File: src/rtl/axi_pmp_err_slv.sv
// axi_pmp_err_slv: terminating error responder for IO-PMP denied transactions.
// Writes drain their W beats and then get one error B. Reads get arlen+1 error R
// beats that carry a fixed pattern. Saturating counters record completions.
module axi_pmp_err_slv #(
  parameter int          DATA_WIDTH    = 64,
  parameter int          ID_WIDTH      = 8,
  parameter int          MAX_TXNS      = 4,
  parameter logic [1:0]  RESP          = 2'b10,
  parameter logic [63:0] RDATA_PATTERN = 64'hDEAD_BEEF_BADC_AB1E,
  parameter int          CNT_WIDTH     = 16
) (
  input  logic                  clk,
  input  logic                  rst,
  input  logic [ID_WIDTH-1:0]   aw_id,
  input  logic                  aw_valid,
  output logic                  aw_ready,
  input  logic                  w_last,
  input  logic                  w_valid,
  output logic                  w_ready,
  output logic [ID_WIDTH-1:0]   b_id,
  output logic [1:0]            b_resp,
  output logic                  b_valid,
  input  logic                  b_ready,
  input  logic [ID_WIDTH-1:0]   ar_id,
  input  logic [7:0]            ar_len,
  input  logic                  ar_valid,
  output logic                  ar_ready,
  output logic [ID_WIDTH-1:0]   r_id,
  output logic [DATA_WIDTH-1:0] r_data,
  output logic [1:0]            r_resp,
  output logic                  r_last,
  output logic                  r_valid,
  input  logic                  r_ready,
  output logic [CNT_WIDTH-1:0]  w_deny_cnt,
  output logic [CNT_WIDTH-1:0]  r_deny_cnt,
  output logic                  busy
);

  localparam int PW = (MAX_TXNS > 1) ? $clog2(MAX_TXNS) : 1;
  localparam int CW = $clog2(MAX_TXNS + 1);
  localparam logic [PW-1:0] LAST_PTR = PW'(MAX_TXNS - 1);
  localparam logic [CW-1:0] DEPTH = CW'(MAX_TXNS);
  localparam logic [DATA_WIDTH-1:0] RDATA = DATA_WIDTH'(RDATA_PATTERN);

  localparam logic [1:0] W_IDLE = 2'd0;
  localparam logic [1:0] W_DATA = 2'd1;
  localparam logic [1:0] W_RESP = 2'd2;
  localparam logic [0:0] R_IDLE = 1'b0;
  localparam logic [0:0] R_DATA = 1'b1;

  // Pointers wrap explicitly, so the depth does not have to fill the pointer width.
  function automatic logic [PW-1:0] ptr_inc(input logic [PW-1:0] p);
    return (p == LAST_PTR) ? '0 : p + PW'(1);
  endfunction

  // ---------------- write path ----------------
  logic [ID_WIDTH-1:0] w_mem [MAX_TXNS];
  logic [PW-1:0]       w_wr_ptr, w_rd_ptr;
  logic [CW-1:0]       w_cnt, w_cnt_nxt;
  logic [1:0]          w_state;
  logic                w_push, w_pop;

  assign w_push = aw_valid && aw_ready;
  assign w_pop  = (w_state == W_RESP) && b_ready;

  // next write FIFO occupancy; a push and a pop together leave it unchanged
  always_comb begin
    w_cnt_nxt = w_cnt;
    if (w_push && !w_pop)      w_cnt_nxt = w_cnt + CW'(1);
    else if (!w_push && w_pop) w_cnt_nxt = w_cnt - CW'(1);
  end

  // write FIFO pointers, count and registered aw_ready
  always_ff @(posedge clk or posedge rst) begin
    if (rst) begin
      w_wr_ptr <= '0;
      w_rd_ptr <= '0;
      w_cnt    <= '0;
      aw_ready <= 1'b1;
    end else begin
      w_cnt    <= w_cnt_nxt;
      aw_ready <= (w_cnt_nxt < DEPTH);
      if (w_push) w_wr_ptr <= ptr_inc(w_wr_ptr);
      if (w_pop)  w_rd_ptr <= ptr_inc(w_rd_ptr);
    end
  end

  // write FIFO storage (contents are don't-care until pushed)
  always_ff @(posedge clk) begin
    if (w_push) w_mem[w_wr_ptr] <= aw_id;
  end

  // write FSM: wait for an AW, swallow its W beats, then answer with B
  always_ff @(posedge clk or posedge rst) begin
    if (rst) begin
      w_state <= W_IDLE;
    end else begin
      case (w_state)
        W_IDLE:  if (w_cnt != '0) w_state <= W_DATA;
        W_DATA:  if (w_valid && w_last) w_state <= W_RESP;
        W_RESP:  if (b_ready) w_state <= W_IDLE;
        default: w_state <= W_IDLE;
      endcase
    end
  end

  assign w_ready = (w_state == W_DATA);
  assign b_valid = (w_state == W_RESP);
  assign b_id    = b_valid ? w_mem[w_rd_ptr] : '0;
  assign b_resp  = b_valid ? RESP : 2'b00;

  // saturating count of completed denied writes
  always_ff @(posedge clk or posedge rst) begin
    if (rst)                          w_deny_cnt <= '0;
    else if (w_pop && ~&w_deny_cnt)   w_deny_cnt <= w_deny_cnt + CNT_WIDTH'(1);
  end

  // ---------------- read path ----------------
  logic [ID_WIDTH+7:0] r_mem [MAX_TXNS];
  logic [PW-1:0]       r_wr_ptr, r_rd_ptr;
  logic [CW-1:0]       r_cnt, r_cnt_nxt;
  logic [0:0]          r_state;
  logic [7:0]          beat;
  logic [ID_WIDTH+7:0] r_head;
  logic [7:0]          head_len;
  logic                r_push, r_pop;

  assign r_head   = r_mem[r_rd_ptr];
  assign head_len = r_head[7:0];
  assign r_push   = ar_valid && ar_ready;
  assign r_pop    = r_valid && r_ready && r_last;

  // next read FIFO occupancy
  always_comb begin
    r_cnt_nxt = r_cnt;
    if (r_push && !r_pop)      r_cnt_nxt = r_cnt + CW'(1);
    else if (!r_push && r_pop) r_cnt_nxt = r_cnt - CW'(1);
  end

  // read FIFO pointers, count and registered ar_ready
  always_ff @(posedge clk or posedge rst) begin
    if (rst) begin
      r_wr_ptr <= '0;
      r_rd_ptr <= '0;
      r_cnt    <= '0;
      ar_ready <= 1'b1;
    end else begin
      r_cnt    <= r_cnt_nxt;
      ar_ready <= (r_cnt_nxt < DEPTH);
      if (r_push) r_wr_ptr <= ptr_inc(r_wr_ptr);
      if (r_pop)  r_rd_ptr <= ptr_inc(r_rd_ptr);
    end
  end

  // read FIFO storage: {id, len}
  always_ff @(posedge clk) begin
    if (r_push) r_mem[r_wr_ptr] <= {ar_id, ar_len};
  end

  // read FSM: stream len+1 error beats for the head entry, then pop it
  always_ff @(posedge clk or posedge rst) begin
    if (rst) begin
      r_state <= R_IDLE;
      beat    <= '0;
    end else begin
      case (r_state)
        R_IDLE: if (r_cnt != '0) begin
          beat    <= '0;
          r_state <= R_DATA;
        end
        R_DATA: if (r_ready) begin
          if (beat == head_len) r_state <= R_IDLE;
          else                  beat    <= beat + 8'd1;
        end
        default: r_state <= R_IDLE;
      endcase
    end
  end

  assign r_valid = (r_state == R_DATA);
  assign r_id    = r_valid ? r_head[ID_WIDTH+7:8] : '0;
  assign r_data  = r_valid ? RDATA : '0;
  assign r_resp  = r_valid ? RESP : 2'b00;
  assign r_last  = r_valid && (beat == head_len);

  // saturating count of completed denied reads
  always_ff @(posedge clk or posedge rst) begin
    if (rst)                          r_deny_cnt <= '0;
    else if (r_pop && ~&r_deny_cnt)   r_deny_cnt <= r_deny_cnt + CNT_WIDTH'(1);
  end

  assign busy = (w_cnt != '0) || (r_cnt != '0) || (w_state != W_IDLE) || (r_state != R_IDLE);

endmodule

File: config.mk
export PLATFORM = sky130hd
export DESIGN_NAME = axi_pmp_err_slv
export DESIGN_NICKNAME = d
export VERILOG_FILES = /design/src/rtl/axi_pmp_err_slv.sv
export SDC_FILE = /design/constraint.sdc
export NUM_CORES = 1
export LEC_CHECK = 0
export ABC_AREA = 1
export CORE_MARGIN = 2
export CORE_UTILIZATION = 40
export CTS_CLUSTER_SIZE = 16
export DETAILED_ROUTE_END_ITERATION = 7
export HOLD_SLACK_MARGIN = 0.1
export MAX_ROUTING_LAYER = met4
export PLACE_DENSITY_LB_ADDON = 0.12
export SETUP_SLACK_MARGIN = 0.02
export SLEW_MARGIN = 15
export SYNTH_ARGS = -nofsm -noshare
export SYNTH_HDL_FRONTEND = slang
export SYNTH_SLANG_ARGS = --single-unit
File: constraint.sdc
create_clock -name clk -period 2.88 [get_ports clk]
set_input_delay 0.576 -clock clk [delete_from_list [all_inputs] [get_ports clk]]
set_output_delay 0.576 -clock clk [all_outputs]
set_load 0.05 [all_outputs]
Word level (Yosys, flattened, before mapping)
Memory sizes are Yosys's and may differ from the RTL's.
Cells that the tools add are included.
- add/sub/neg operators: 11
- magnitude comparators: 2
- eq/ne operators: 13
- multiplexer cells: 29
- bitwise operators: 1
- reduce and logical (&&, ||, !) cells: 30
- operator list (cell ; number):
    64-bit 2-to-1 mux ; 1
    8-bit 2-to-1 mux ; 5
    16-bit by 1-bit adder with 16-bit output (second input constant) ; 2
    16-bit AND reduction ; 2
    2-bit 2-to-1 mux ; 9
    8-bit one-hot mux with 2 select lines ; 1
    1-bit logical AND ; 13
    3-bit 2-to-1 mux ; 4
    2-bit equality test (second input constant) ; 5
    2-bit by 1-bit adder with 2-bit output (second input constant) ; 4
    8-bit by 1-bit adder with 8-bit output (second input constant) ; 1
    8-bit equality test ; 1
    2-bit != test (second input constant) ; 4
    1-bit 2-to-1 mux ; 7
    3-bit by 1-bit adder with 3-bit output (second input constant) ; 2
    1-bit zero test ; 6
    3-bit < comparator (second input constant) ; 2
    2-bit one-hot mux with 3 select lines ; 1
    3-bit AND reduction ; 2
    3-bit nonzero test ; 2
    3-bit by 1-bit subtractor with 3-bit output (second input constant) ; 2
    2-bit by 1-bit != test with 1-bit output (second input constant) ; 2
    1-bit logical OR ; 3
    2-bit by 1-bit equality test with 1-bit output (second input constant) ; 1
    4 further kinds ; 4
- register bits after elaboration: 59
- bits in writable memories: 96
- input bits: 32
- output and inout port bits: 123
- logic and storage cells: 101
- memories kept: 2
- memories (memory ; depth ; bits a word ; read ports ; clocked after Yosys merged registers in ; write ports ; line ; RTL):
    r_mem ; 4 ; 16 ; 1 ; 0 ; 1 ; 119 ; logic [ID_WIDTH+7:0] r_mem [MAX_TXNS];
    w_mem ; 4 ; 8 ; 1 ; 0 ; 1 ; 57 ; logic [ID_WIDTH-1:0] w_mem [MAX_TXNS];

Longest topological paths before layout
Gate-level depths: netlist of the first run.
An unclocked memory read counts as a cell.
- depth in word-level cells: 8
- depth in mapped cells: 20

Least setup slack after synthesis of the first run
Ideal clock, no wire load.
- path type: reg-to-output
- start point: reg r_state, in the netlist r_valid
- end point: out r_id[0]
- data arrival time: 2.519 ns
- required time: 2.304 ns
- slack: -0.215 ns
- stages on the path, launching flop included: 4
- path buffers: 1
- cells stage by stage: dfrtp_1 inv_1 clkbuf_1 a21oi_1
- longest elaborated chain between the ends: 1
- RTL lines (what ; line ; RTL):
    from (decl) ; 122 ; logic [0:0] r_state;
    from (signal assigned) ; 163 ; r_state <= R_IDLE;
    from (signal assigned) ; 169 ; r_state <= R_DATA;
    from (signal assigned) ; 172 ; if (beat == head_len) r_state <= R_IDLE;
    8-bit 2-to-1 mux ; 181 ; assign r_id = r_valid ? r_head[ID_WIDTH+7:8] : '0;
    to (decl) ; 28 ; output logic [ID_WIDTH-1:0] r_id,
No other way between the ends.

Final worst setup path of the first run
- start point: reg r_rd_ptr[0]
- end point: out r_last
- longest elaborated chain between the ends: 3
- RTL lines (what ; line ; RTL):
    from (decl) ; 120 ; logic [PW-1:0] r_wr_ptr, r_rd_ptr;
    from (signal assigned) ; 151 ; if (r_pop) r_rd_ptr <= ptr_inc(r_rd_ptr);
    memory 4 x 16 bit ; n/a ;
    8-bit equality test ; 184 ; assign r_last = r_valid && (beat == head_len);
    1-bit logical AND ; 184 ;
    to (decl) ; 31 ; output logic r_last,
No other way between the ends.

==> results of run 1 <==
==> report_power, final <==
| part | internal [uW] | switching [uW] | total (uW) |
|---|---|---|---|
| logic | 1010 | 1950 | 2960 |
| clock network | 1120 | 940 | 2060 |
| registers | 2810 | 300 | 3110 |
==> metal layers <==
| metal | vias to the layer above | GRT usage, % | share of wire [%] |
|---|---|---|---|
| li1 | 2861 | - | - |
| met1 | 2652 | 20.7 | 46 |
| met2 | 142 | 27.3 | 48 |
| met3 | 11 | 4.38 | 4.9 |
| met4 | 0 | 4.19 | 1.1 |
| met5 | - | - | 0 |
==> through the flow <==
| step | setup TNS [ns] | area [um^2] | total power, uW | instances | util [%] |
|---|---|---|---|---|---|
| floorplan | 0 | 8000 | 5210 | 851 | - |
| global placement | 0 | 9230 | 6130 | 1179 | 47.4 |
| detailed placement | 0 | 9230 | 6140 | 1179 | 47.4 |
| CTS | 0 | 9770 | 8240 | 1211 | 50.2 |
| global route | -0.0115 | 9790 | 8680 | 1212 | 50.3 |
| finish | 0 | 9790 | 8140 | 1212 | 50.3 |
==> layout by cell type, fill, tap and decap left out, drive strengths merged, types with 4 or more instances in the layout <==
| master | netlist | final |
|---|---|---|
| dfrtp | 57 | 57 |
| nand3 | 55 | 55 |
| edfxtp | 96 | 96 |
| conb | 1 | 23 |
| nor3 | 12 | 12 |
| clkinvlp | 0 | 4 |
| o21ai | 49 | 49 |
| xnor2 | 8 | 8 |
| nor2 | 111 | 111 |
| buf | 80 | 39 |
| inv | 74 | 80 |
| a21oi | 22 | 22 |
| nand2 | 169 | 169 |
| nand4 | 25 | 25 |
| xor2 | 24 | 24 |
| ha | 23 | 23 |
| clkbuf | 9 | 19 |
| clkdlybuf4s50 | 0 | 113 |
| clkinv | 1 | 5 |
==> repair_timing <==
| action | in CTS | in global routing |
|---|---|---|
| setup endpoints to repair | 0 | 18 |
| hold buffers | 0 | 0 |
| gates resized for setup | 0 | 7 |
==> worst paths after layout <==
path,from,end,slack (ns),cells past startpoint
max,r_rd_ptr[0]$_DFFE_PP0P_,r_last,0.18,12
min in group asynchronous,rst,beat[0]$_DFFE_PP0P_,0.54,3
min reg2reg,register,ar_ready$_DFF_PP1_,0.44,1
max reg2reg,r_rd_ptr[0]$_DFFE_PP0P_,register,0.31,18
max in group asynchronous,rst,aw_ready$_DFF_PP1_,1.92,3
min,register,ar_ready$_DFF_PP1_,0.44,1
==> critical path: stages (launching register included) <==
cell and delay [ns]:
sky130_fd_sc_hd__dfrtp_2 0.50, sky130_fd_sc_hd__buf_4 0.22, sky130_fd_sc_hd__nand2_1 0.07, sky130_fd_sc_hd__nand3_1 0.11, sky130_fd_sc_hd__nand2_1 0.06, sky130_fd_sc_hd__nand2_1 0.05, sky130_fd_sc_hd__nand2_1 0.06, sky130_fd_sc_hd__inv_1 0.06
sky130_fd_sc_hd__nand2_1 0.04, sky130_fd_sc_hd__nor2_1 0.09, sky130_fd_sc_hd__nand2_1 0.13, sky130_fd_sc_hd__nor2_2 0.16, sky130_fd_sc_hd__buf_12 0.16
==> layout make-up <==
type                       count  area [um^2]
clock buffer                  19          433
clock inverter                13          111
fill                        1801         9670
inverter                      75          294
multi-input combinational    532         2700
sequential                   155         4370
tap                          265          332
timing repair buffer         152         1550
timing repair inverter         1         5.00
==> flip-flops by register name, summed over array words and instances, names as in the netlist, named ones only <==
signal / count
aw_ready: 1
ar_ready: 1
w_rd_ptr: 2
w_cnt: 3
r_rd_ptr: 2
w_deny_cnt: 16
r_valid: 1
r_deny_cnt: 16
r_mem: 64
r_cnt: 2
w_mem: 32
w_state: 2
beat: 8
r_wr_ptr: 2
w_wr_ptr: 2
==> cell families after synthesis <==
family,after synthesis,share of synthesized area [%]
xor+xnor,32,3.54
buf+inv,164,11.9
simple gates,377,20.7
other cells,1,0.0474
fa+ha+maj,23,3.64
compound gates,77,5.08
flops,155,55.1
==> impl_metrics.env, run 1 <==
export IMPL_tritoncts="built"
export IMPL_placement_io_buffers=131
export IMPL_hold_viol=0
export IMPL_layout_worst_path_cycle_share_pct=93.8
export IMPL_via_total_after_detailed_routing=5666
export IMPL_grt_start_max_net_pins=40
export IMPL_cp_data_required_time_ns=2.30
export IMPL_layout_area_overhead_vs_synth_pct=23.7
export IMPL_fp_dieW_um=145
export IMPL_vias_in_the_first_global_route=5350
export IMPL_drt_iter0_drc=304
export IMPL_fraction_of_the_yosys_area_taken_by_sequential_cells_pct=55.1
export IMPL_max_slew_margin_rel_pct=63.5
export IMPL_antenna_found_initial=0
export IMPL_worstSetupStartpointType="register"
export IMPL_synth_ff_latch_count=155
export IMPL_number_of_sinks_handled_by_clock_tree_synthesis=155
export IMPL_detail_route_wirelength_um=16400
export IMPL_cp_end_kind="output port"
export IMPL_clock_tree_htree_level_count=4
export IMPL_detail_route_vias_per_cell=4.67
export IMPL_synth_instances=829
export IMPL_insertion_delay_ns=0.42
export IMPL_rsz0062_at_grt="true"
export IMPL_clkTransAtPathRegs_ns=0.06
export IMPL_place_ws_ns=0.319
export IMPL_min_delay_path_class="reg2reg"
export IMPL_syn_area_mm2=0.00791
export IMPL_drt_pre_antenna_iters=4
export IMPL_cellPowerDensity_mw_per_mm2=832
export IMPL_cts_made_buffers=17
export IMPL_die_area_mm2=0.0209
export IMPL_synth_enable_flop_cells=96
export IMPL_clockBufferDepth=2
export IMPL_critPathArrivalTime_ns=2.13
export IMPL_worst_slew_pin_slew_ns=0.548
export IMPL_hpwlAfterDp_um=11300
export IMPL_post_synth_top_area_fraction_pct=36.4
export IMPL_outcome="completed"
export IMPL_die_height_um=145
export IMPL_syn_area_per_cell_um2=9.55
export IMPL_power_leakage_uw=0.00415
export IMPL_fmax_mhz=370
export IMPL_ys_warnings_count=0
export IMPL_post_synth_top_count_cell="sky130_fd_sc_hd__nand2_1"
export IMPL_post_synth_num_cell_types=37
export IMPL_maxCapViolCount=0
export IMPL_synth_top_cells_by_area="sky130_fd_sc_hd__edfxtp_1 (36%), sky130_fd_sc_hd__dfrtp_1 (18%), sky130_fd_sc_hd__nand2_1 (7.8%), sky130_fd_sc_hd__buf_4 (6.6%), sky130_fd_sc_hd__nor2_1 (5.1%)"
export IMPL_synth_top_flop_cell="sky130_fd_sc_hd__edfxtp_1"
export IMPL_n_antenna_cell=0
export IMPL_synthArstFlopShare_pct=38.1
export IMPL_worst_hold_slack_ns=0.444
export IMPL_worst_ir_drop_on_vdd_v=0.000529
export IMPL_grt_overflow_total=0
export IMPL_route_detailed_wl_per_inst_um=13.5
export IMPL_cts_post_setup_buffers_inserted=0
export IMPL_postRouteAntennaNets=0
export IMPL_crit_fanout=9
export IMPL_synth_commonest_cells="sky130_fd_sc_hd__nand2_1 (164), sky130_fd_sc_hd__nor2_1 (108), sky130_fd_sc_hd__edfxtp_1 (96)"
export IMPL_setup_violations=0
export IMPL_layout_drive_gt1_share_pct=9.93
export IMPL_final_net_count=989
export IMPL_fp_coreArea_mm2=0.0195
export IMPL_rows=51
export IMPL_top_level_ports=155
export IMPL_root_buffer="sky130_fd_sc_hd__clkbuf_16"
export IMPL_gpl_final_weighted_congestion=0.827
export IMPL_initial_core_util_pct=40.7
export IMPL_synth_top_area_cell="sky130_fd_sc_hd__edfxtp_1"
export IMPL_drt_drc_violations_left=0
export IMPL_finalMaxSlewViolations=0
export IMPL_final_critical_path_setup_slack_ns=0.178
export IMPL_global_route_wire_length_before_repair_um=26200
export IMPL_grt_util_all_layers_pct=16.6
export IMPL_final_min_period_ns=2.70
export IMPL_timing_worst_setup_path_type="reg2out"
export IMPL_worst_clock_skew_ns=0.0138
Power figures use the tool's default switching activity.
==> inputs of run 2 (changes only) <==
--- a/config.mk
+++ b/config.mk
@@ -13,7 +13,6 @@
 export HOLD_SLACK_MARGIN = 0.1
 export MAX_ROUTING_LAYER = met4
 export PLACE_DENSITY_LB_ADDON = 0.12
-export SETUP_SLACK_MARGIN = 0.02
 export SLEW_MARGIN = 15
 export SYNTH_ARGS = -nofsm -noshare
 export SYNTH_HDL_FRONTEND = slang
==> results of run 2 <==
No change in the layout: final DEF, timing and power equal those of run 1.
